$ cat src/rtl/matrix_pkg.sv
// Shared types and helpers for the matrix result drain.
// The optional checksum word is built only with MATRIX_DRAIN_CHECKSUM_EN defined.
package matrix_pkg;

  localparam int DATA_W = 32;

  typedef enum logic [1:0] {
    ST_IDLE  = 2'd0,
    ST_READ  = 2'd1,
    ST_FLUSH = 2'd2,
    ST_REARM = 2'd3
  } drain_state_t;

  // max(1, clog2(n)): a 1x1 matrix still needs a one-bit index.
  function automatic int idx_width(input int n);
    return (n <= 2) ? 1 : $clog2(n);
  endfunction

endpackage

$ cat src/rtl/sync_fifo.sv
// Single-clock FIFO holding drained result words; pointers wrap modulo DEPTH.
// DEPTH must be a power of two and at least 2.
module sync_fifo #(
  parameter int WIDTH = 33,
  parameter int DEPTH = 4,
  localparam int AW = $clog2(DEPTH),
  localparam int CW = AW + 1
) (
  input  logic             clk,
  input  logic             rst,
  input  logic             push,
  input  logic [WIDTH-1:0] push_data,
  input  logic             pop,
  output logic [WIDTH-1:0] pop_data,
  output logic             empty,
  output logic [CW-1:0]    count
);

  logic [WIDTH-1:0] mem [DEPTH];
  logic [AW-1:0]    wr_ptr, rd_ptr;
  logic             full, push_ok, pop_ok;

  assign empty   = (count == '0);
  assign full    = (count == CW'(DEPTH));
  assign pop_ok  = pop && !empty;
  // A push into a full FIFO is fine when the head leaves in the same cycle.
  assign push_ok = push && (!full || pop_ok);
  assign pop_data = mem[rd_ptr];

  always_ff @(posedge clk) begin
    if (push_ok) mem[wr_ptr] <= push_data;
  end

  always_ff @(posedge clk or negedge rst) begin
    if (!rst) begin
      wr_ptr <= '0;
      rd_ptr <= '0;
      count  <= '0;
    end else begin
      if (push_ok) wr_ptr <= wr_ptr + AW'(1);
      if (pop_ok)  rd_ptr <= rd_ptr + AW'(1);
      case ({push_ok, pop_ok})
        2'b10:   count <= count + CW'(1);
        2'b01:   count <= count - CW'(1);
        default: count <= count;
      endcase
    end
  end

endmodule

$ cat src/rtl/matrix_result_drain.sv
// Sweeps an N x N multiplier result row-major and streams it out valid/ready.
// Optional trailing checksum word with MATRIX_DRAIN_CHECKSUM_EN defined.
module matrix_result_drain
  import matrix_pkg::*;
#(
  parameter int N          = 10,
  parameter int FIFO_DEPTH = 4,
  localparam int IDX_W = idx_width(N),
  localparam int CW    = $clog2(FIFO_DEPTH) + 1
) (
  input  logic              clk,
  input  logic              rst,
  input  logic              z_stb,
  input  logic [DATA_W-1:0] z_out,
  output logic [IDX_W-1:0]  z_i,
  output logic [IDX_W-1:0]  z_j,
  output logic [DATA_W-1:0] m_data,
  output logic              m_valid,
  input  logic              m_ready,
  output logic              m_last,
  output logic              busy,
  output logic              done,
  output logic [1:0]        state_dbg
);

  // Stream handshake: a word transfers on a rising edge where m_valid && m_ready;
  // m_data/m_last hold while m_valid && !m_ready.

  drain_state_t state, state_nxt;
  logic [CW-1:0]   fifo_count;
  logic            fifo_empty, fifo_push, fifo_pop, drained;
  logic [DATA_W:0] fifo_in, fifo_q;
  logic            in_flight, in_flight_last, issue, at_last;

  assign at_last = (z_i == IDX_W'(N - 1)) && (z_j == IDX_W'(N - 1));
  // Reserve a slot for every outstanding read so a capture can never overflow.
  assign issue = (state == ST_READ) &&
                 (({1'b0, fifo_count} + {{CW{1'b0}}, in_flight}) < (CW + 1)'(FIFO_DEPTH));

`ifdef MATRIX_DRAIN_CHECKSUM_EN
  logic [DATA_W-1:0] sum;
  logic              sum_pending, push_sum;

  assign push_sum  = sum_pending && !in_flight && (fifo_count != CW'(FIFO_DEPTH));
  assign fifo_push = in_flight || push_sum;
  assign fifo_in   = in_flight ? {1'b0, z_out} : {1'b1, sum};
  assign drained   = fifo_empty && !in_flight && !sum_pending;

  always_ff @(posedge clk or negedge rst) begin
    if (!rst) begin
      sum         <= '0;
      sum_pending <= 1'b0;
    end else begin
      if (state == ST_IDLE && z_stb) sum <= '0;
      else if (in_flight)            sum <= sum + z_out;
      if (in_flight && in_flight_last) sum_pending <= 1'b1;
      else if (push_sum)               sum_pending <= 1'b0;
    end
  end
`else
  assign fifo_push = in_flight;
  assign fifo_in   = {in_flight_last, z_out};
  assign drained   = fifo_empty && !in_flight;
`endif

  assign fifo_pop = m_valid && m_ready;

  sync_fifo #(.WIDTH(DATA_W + 1), .DEPTH(FIFO_DEPTH)) u_fifo (
    .clk       (clk),
    .rst       (rst),
    .push      (fifo_push),
    .push_data (fifo_in),
    .pop       (fifo_pop),
    .pop_data  (fifo_q),
    .empty     (fifo_empty),
    .count     (fifo_count)
  );

  assign m_valid   = !fifo_empty;
  assign m_data    = m_valid ? fifo_q[DATA_W-1:0] : '0;
  assign m_last    = m_valid && fifo_q[DATA_W];
  assign busy      = (state != ST_IDLE);
  assign state_dbg = state;

  always_ff @(posedge clk or negedge rst) begin
    if (!rst) state <= ST_IDLE;
    else      state <= state_nxt;
  end

  always_comb begin
    state_nxt = state;
    done      = 1'b0;
    case (state)
      ST_IDLE:  if (z_stb) state_nxt = ST_READ;
      ST_READ:  if (issue && at_last) state_nxt = ST_FLUSH;
      ST_FLUSH: if (drained) begin
        state_nxt = ST_REARM;
        done      = 1'b1;
      end
      ST_REARM: if (!z_stb) state_nxt = ST_IDLE;
      default:  state_nxt = ST_IDLE;
    endcase
  end

  always_ff @(posedge clk or negedge rst) begin
    if (!rst) begin
      z_i            <= '0;
      z_j            <= '0;
      in_flight      <= 1'b0;
      in_flight_last <= 1'b0;
    end else begin
      in_flight      <= issue;
      in_flight_last <= issue && at_last;
      if (issue) begin
        if (z_j == IDX_W'(N - 1)) begin
          z_j <= '0;
          z_i <= (z_i == IDX_W'(N - 1)) ? '0 : z_i + IDX_W'(1);
        end else begin
          z_j <= z_j + IDX_W'(1);
        end
      end
    end
  end

endmodule

$ cat config.mk
export PLATFORM = sky130hd
export DESIGN_NAME = matrix_result_drain
export DESIGN_NICKNAME = d
export VERILOG_FILES = /design/src/rtl/matrix_pkg.sv /design/src/rtl/sync_fifo.sv /design/src/rtl/matrix_result_drain.sv
export SDC_FILE = /design/constraint.sdc
export NUM_CORES = 1
export LEC_CHECK = 0
export CAP_MARGIN = 40
export CORE_ASPECT_RATIO = 0.75
export CORE_UTILIZATION = 60
export DETAILED_ROUTE_END_ITERATION = 12
export DONT_BUFFER_PORTS = 1
export PLACE_DENSITY = 0.76
export SYNTH_ARGS = -nofsm -noshare
export SYNTH_HDL_FRONTEND = slang
export SYNTH_SLANG_ARGS = --single-unit
$ cat constraint.sdc
create_clock -name clk -period 2.7 [get_ports clk]
set_input_delay 0.135 -clock clk [delete_from_list [all_inputs] [get_ports clk]]
set_output_delay 0.135 -clock clk [all_outputs]
set_load 0.02 [all_outputs]
==> metrics.csv <==
stage;metric;value;unit
outcome;status;finished, final reports clean;
synthesis;Synth Flop Type;edfxtp_1;
final_layout;final core utilization;74.41;%
setup_path;Worst Path Required;2.57;ns
place;count of buffers from port buffering;0;
clocking;worst skew pair latency;0.40;ns
timing;crit share post-route;80.67;%
floorplan;Die X;117.8;um
global_routing;met2 Use GR;34.12;%
timing;Max transition margin;43.15;%
floorplan;die height;88.88;um
synthesis;area share of the largest cell type after synthesis;65.64;%
synthesis;FFs w/ async S/R, synth;12.58;%
power;power per cell area;1180;nW/um^2
timing;clk_skew;0.009647;ns
setup_path;number of stages on the worst setup path;3;
setup_path;Worst Path Max Fanout;29;
synthesis;Post-synth EDFFs;132;
clocking;Max clock buf depth;2;
clocking;CTS tree;built;
setup_path;critical path's top delay family;multiplexers;
clocking;clock sink count;151;
power;peak supply drop;653.1;uV
place;DP HPWL;5.808;mm
routing;WL final;9.924;mm
clocking;Root Driver;clkbuf_16;
timing;worst setup margin;0.5219;ns
setup_path;crit-path cells;buf_12 > mux4_2 > and2_1;
setup_path;CP max-delay cell;mux4_2;
clocking;Reg clk slew, reported paths;0.06;ns
synthesis;adder-cell share of the synthesized area;2.196;%
routing;# DRC;0;
setup_path;last element of the critical path;m_data[23];
job;max cap viols;0;
synthesis;Post-Syn Area;6038;sq um
timing;final hold violation count;0;
global_routing;pin count of the biggest net entering global routing;37;
synthesis;top-count cell post-synth;edfxtp_1;
synthesis;Yosys reg bits;151;
routing;starting DRC count in detailed routing;132;
floorplan;core box area;9697;sq um
place;final RePlAce weighted congestion;0.7005;
global_routing;initial antenna violation count;0;
setup_path;peak per-stage delay on the critical path;0.55;ns
setup_path;R2R cell count;8;
clocking;CTS Buf Count;17;
setup_path;R2R Path End;u_fifo.count[2];
global_routing;met1 Resource Use GR;25.76;%
synthesis;simple-gate portion of the synthesized area;6.631;%
global_routing;first-pass GRT wire length;15.41;mm
synthesis;Synth Net Count;351;
synthesis;Synth Area in Compound Gates;1.243;%
setup_path;reg2reg start;u_fifo.count[0];
setup_path;CP startpoint kind;flop;
final_layout;layout cells sized above 1;23.10;%
power;total power;0.008516;W
synthesis;top post-synthesis cells by area;edfxtp_1 66%, mux4_2 12%, dfrtp_1 7.9%;
final_layout;area grow syn2layout;19.50;%
place;dpl cell area;6275;sq um
power;leakage power;2.518;nW
timing;RSZ-0062 raised after global routing;false;
worst_hold_path;worst min path class;input pin to flop;
timing;fin. max-slew vios;0;
setup_path;Crit. End Element;output port;
final_layout;fillers;575;
setup_path;crit path DAT;2.04;ns
global_routing;GR Overflow Total;0;
synthesis;Synth Area in XOR/XNOR;1.450;%
global_routing;M3 GR Usage;6.765;%
synthesis;average cell area after synthesis;19.80;sq um
setup_path;type of the worst setup path;flop to output port;
synthesis;Ys Warns;0;
timing;fmax;0.4591;GHz
place;minimum setup slack after placement;0.6127;ns
floorplan;die area;10470;sq um
synthesis;list of most frequent post-synthesis cells;132 x edfxtp_1, 39 x and2_1, 33 x mux4_2;
synthesis;mux contribution to synthesized area;13.22;%
routing;wire per inst;19.85;um
final_layout;Final #Nets;401;
timing;Final setup violation count;0;
synthesis;cell taking the most area after synthesis;edfxtp_1;
floorplan;I/O Pins;82;
final_layout;fin area;7216;sq um
routing;DR vias/cell;5.732;
worst_hold_path;cell depth of the worst hold path;2;
floorplan;row count;31;
timing;actual slew at the worst max-slew pin;0.8528;ns
setup_path;Setup crit start;u_fifo.rd_ptr[0];
synthesis;register area share after synthesis;73.52;%
setup_path;Buf/Inv on CP;1;
routing;DR pass1 iterations;4;
global_routing;vias in the first global route;2999;
timing;minimum clock period;2.178;ns
synthesis;post-synthesis instance total;305;
routing;final antenna-violating net count;0;
clocking;PostCTS Resize Cnt;0;
synthesis;Yosys cell types;35;
routing;Vias;2866;
final_layout;Antenna diodes;0;
global_routing;busiest grt layer;met2;
synthesis;largest family of logic cells by synthesized area;multiplexers;
floorplan;Initial Utilization;62.27;%
global_routing;Tot GR Track Use;20.73;%
clocking;H-tree depth;4;
setup_path;worst reg-to-reg setup slack;0.60;ns
timing;Setup TNS;0;ns
## layout by cell type (no fill, tap or decap), types with 2 or more instances in the layout
cell type,Yosys,routed
nor2_1,3,3
dlygate4sd3_1,0,34
clkinv_2,0,6
mux2i_1,4,4
dfrtp_1,19,17
nand2_1,9,9
buf_12,0,5
xor2_1,4,4
ha_1,9,9
dfrtp_2,0,2
mux4_2,33,33
o21ai_1,2,2
clkbuf_8,0,4
edfxtp_1,132,132
and2_1,39,35
buf_4,3,2
bufinv_16,0,2
and2_2,0,4
clkbuf_16,0,17
xnor2_1,6,6
o21ai_0,3,3
inv_1,13,13
## per-layer routing
layer	up-vias	share of wire (%)	wire length [um]
met5	-	0	0
met1	1492	42	4128
met3	9	6.1	602
li1	1287	-	-
met2	78	51	5089
met4	0	1.0	103
## cell families after synthesis
| group | Yosys count |
|---|---|
| xor gates and xnor gates | 10 |
| AOI/OAI and AO/OA | 10 |
| and+or+nand+nor | 62 |
| muxes | 38 |
| adders and majority gates | 10 |
| buffers and inverters | 24 |
| DFF | 151 |
## area by class of cell
class	instances	area, sq um	area share (%)
clock inverters	10	101.3	1.405
repair buffers	42	470.5	6.520
inverters	13	48.80	0.6763
flip-flops and latches	151	4442	61.56
well taps	132	165.2	2.289
clock buffers	22	484.2	6.711
multi-input cells	130	1504	20.84
## timing repair
| item | CTS | global route |
|---|---|---|
| endpoints found under the hold margin | 147 | 1 |
| setup buffers | 0 | 0 |
| hold buffers | 33 | 1 |
## per-stage QoR
step	hold WS, ns	cells
after detailed placement	-0.1603	433
after CTS	0.03243	498
after global routing	0.04765	500
after floorplan	-0.1606	305
final	0.05527	500
after global placement	-0.1602	433
## sequential cells by signal, summed over array words and instances (netlist names)
name	flops
u_fifo.mem	132
z_i	4
z_j	4
u_fifo.count	3
state_dbg	2
u_fifo.rd_ptr	2
u_fifo.wr_ptr	2
fifo_push	1
in_flight_last	1
## worst register-to-register path, stage by stage (launching register included)
cell,delay [ns]
dfrtp_1,0.42
o41a_1,0.54
inv_1,0.09
ha_1,0.17
inv_1,0.06
fa_1,0.37
xor2_1,0.15
nor2_1,0.11
xnor2_1,0.12
## where the power goes
part	switching (W)	internal, W
Clock	0.000816	0.00144
Combinational	0.00152	0.00113
Sequential	0.000451	0.00315
## worst min-delay path by stage
stage / from / to / slack (ns)
2_1_floorplan: rst / fifo_push / -0.16
3_3_place_gp: rst / z_i[3] / -0.16
3_5_place_dp: rst / z_i[2] / -0.16
4_1_cts: m_ready / u_fifo.rd_ptr[0] / 0.03
5_1_grt: m_ready / u_fifo.rd_ptr[0] / 0.05
6_report: m_ready / u_fifo.rd_ptr[0] / 0.06
No activity file was read; power rests on OpenSTA's default activity.
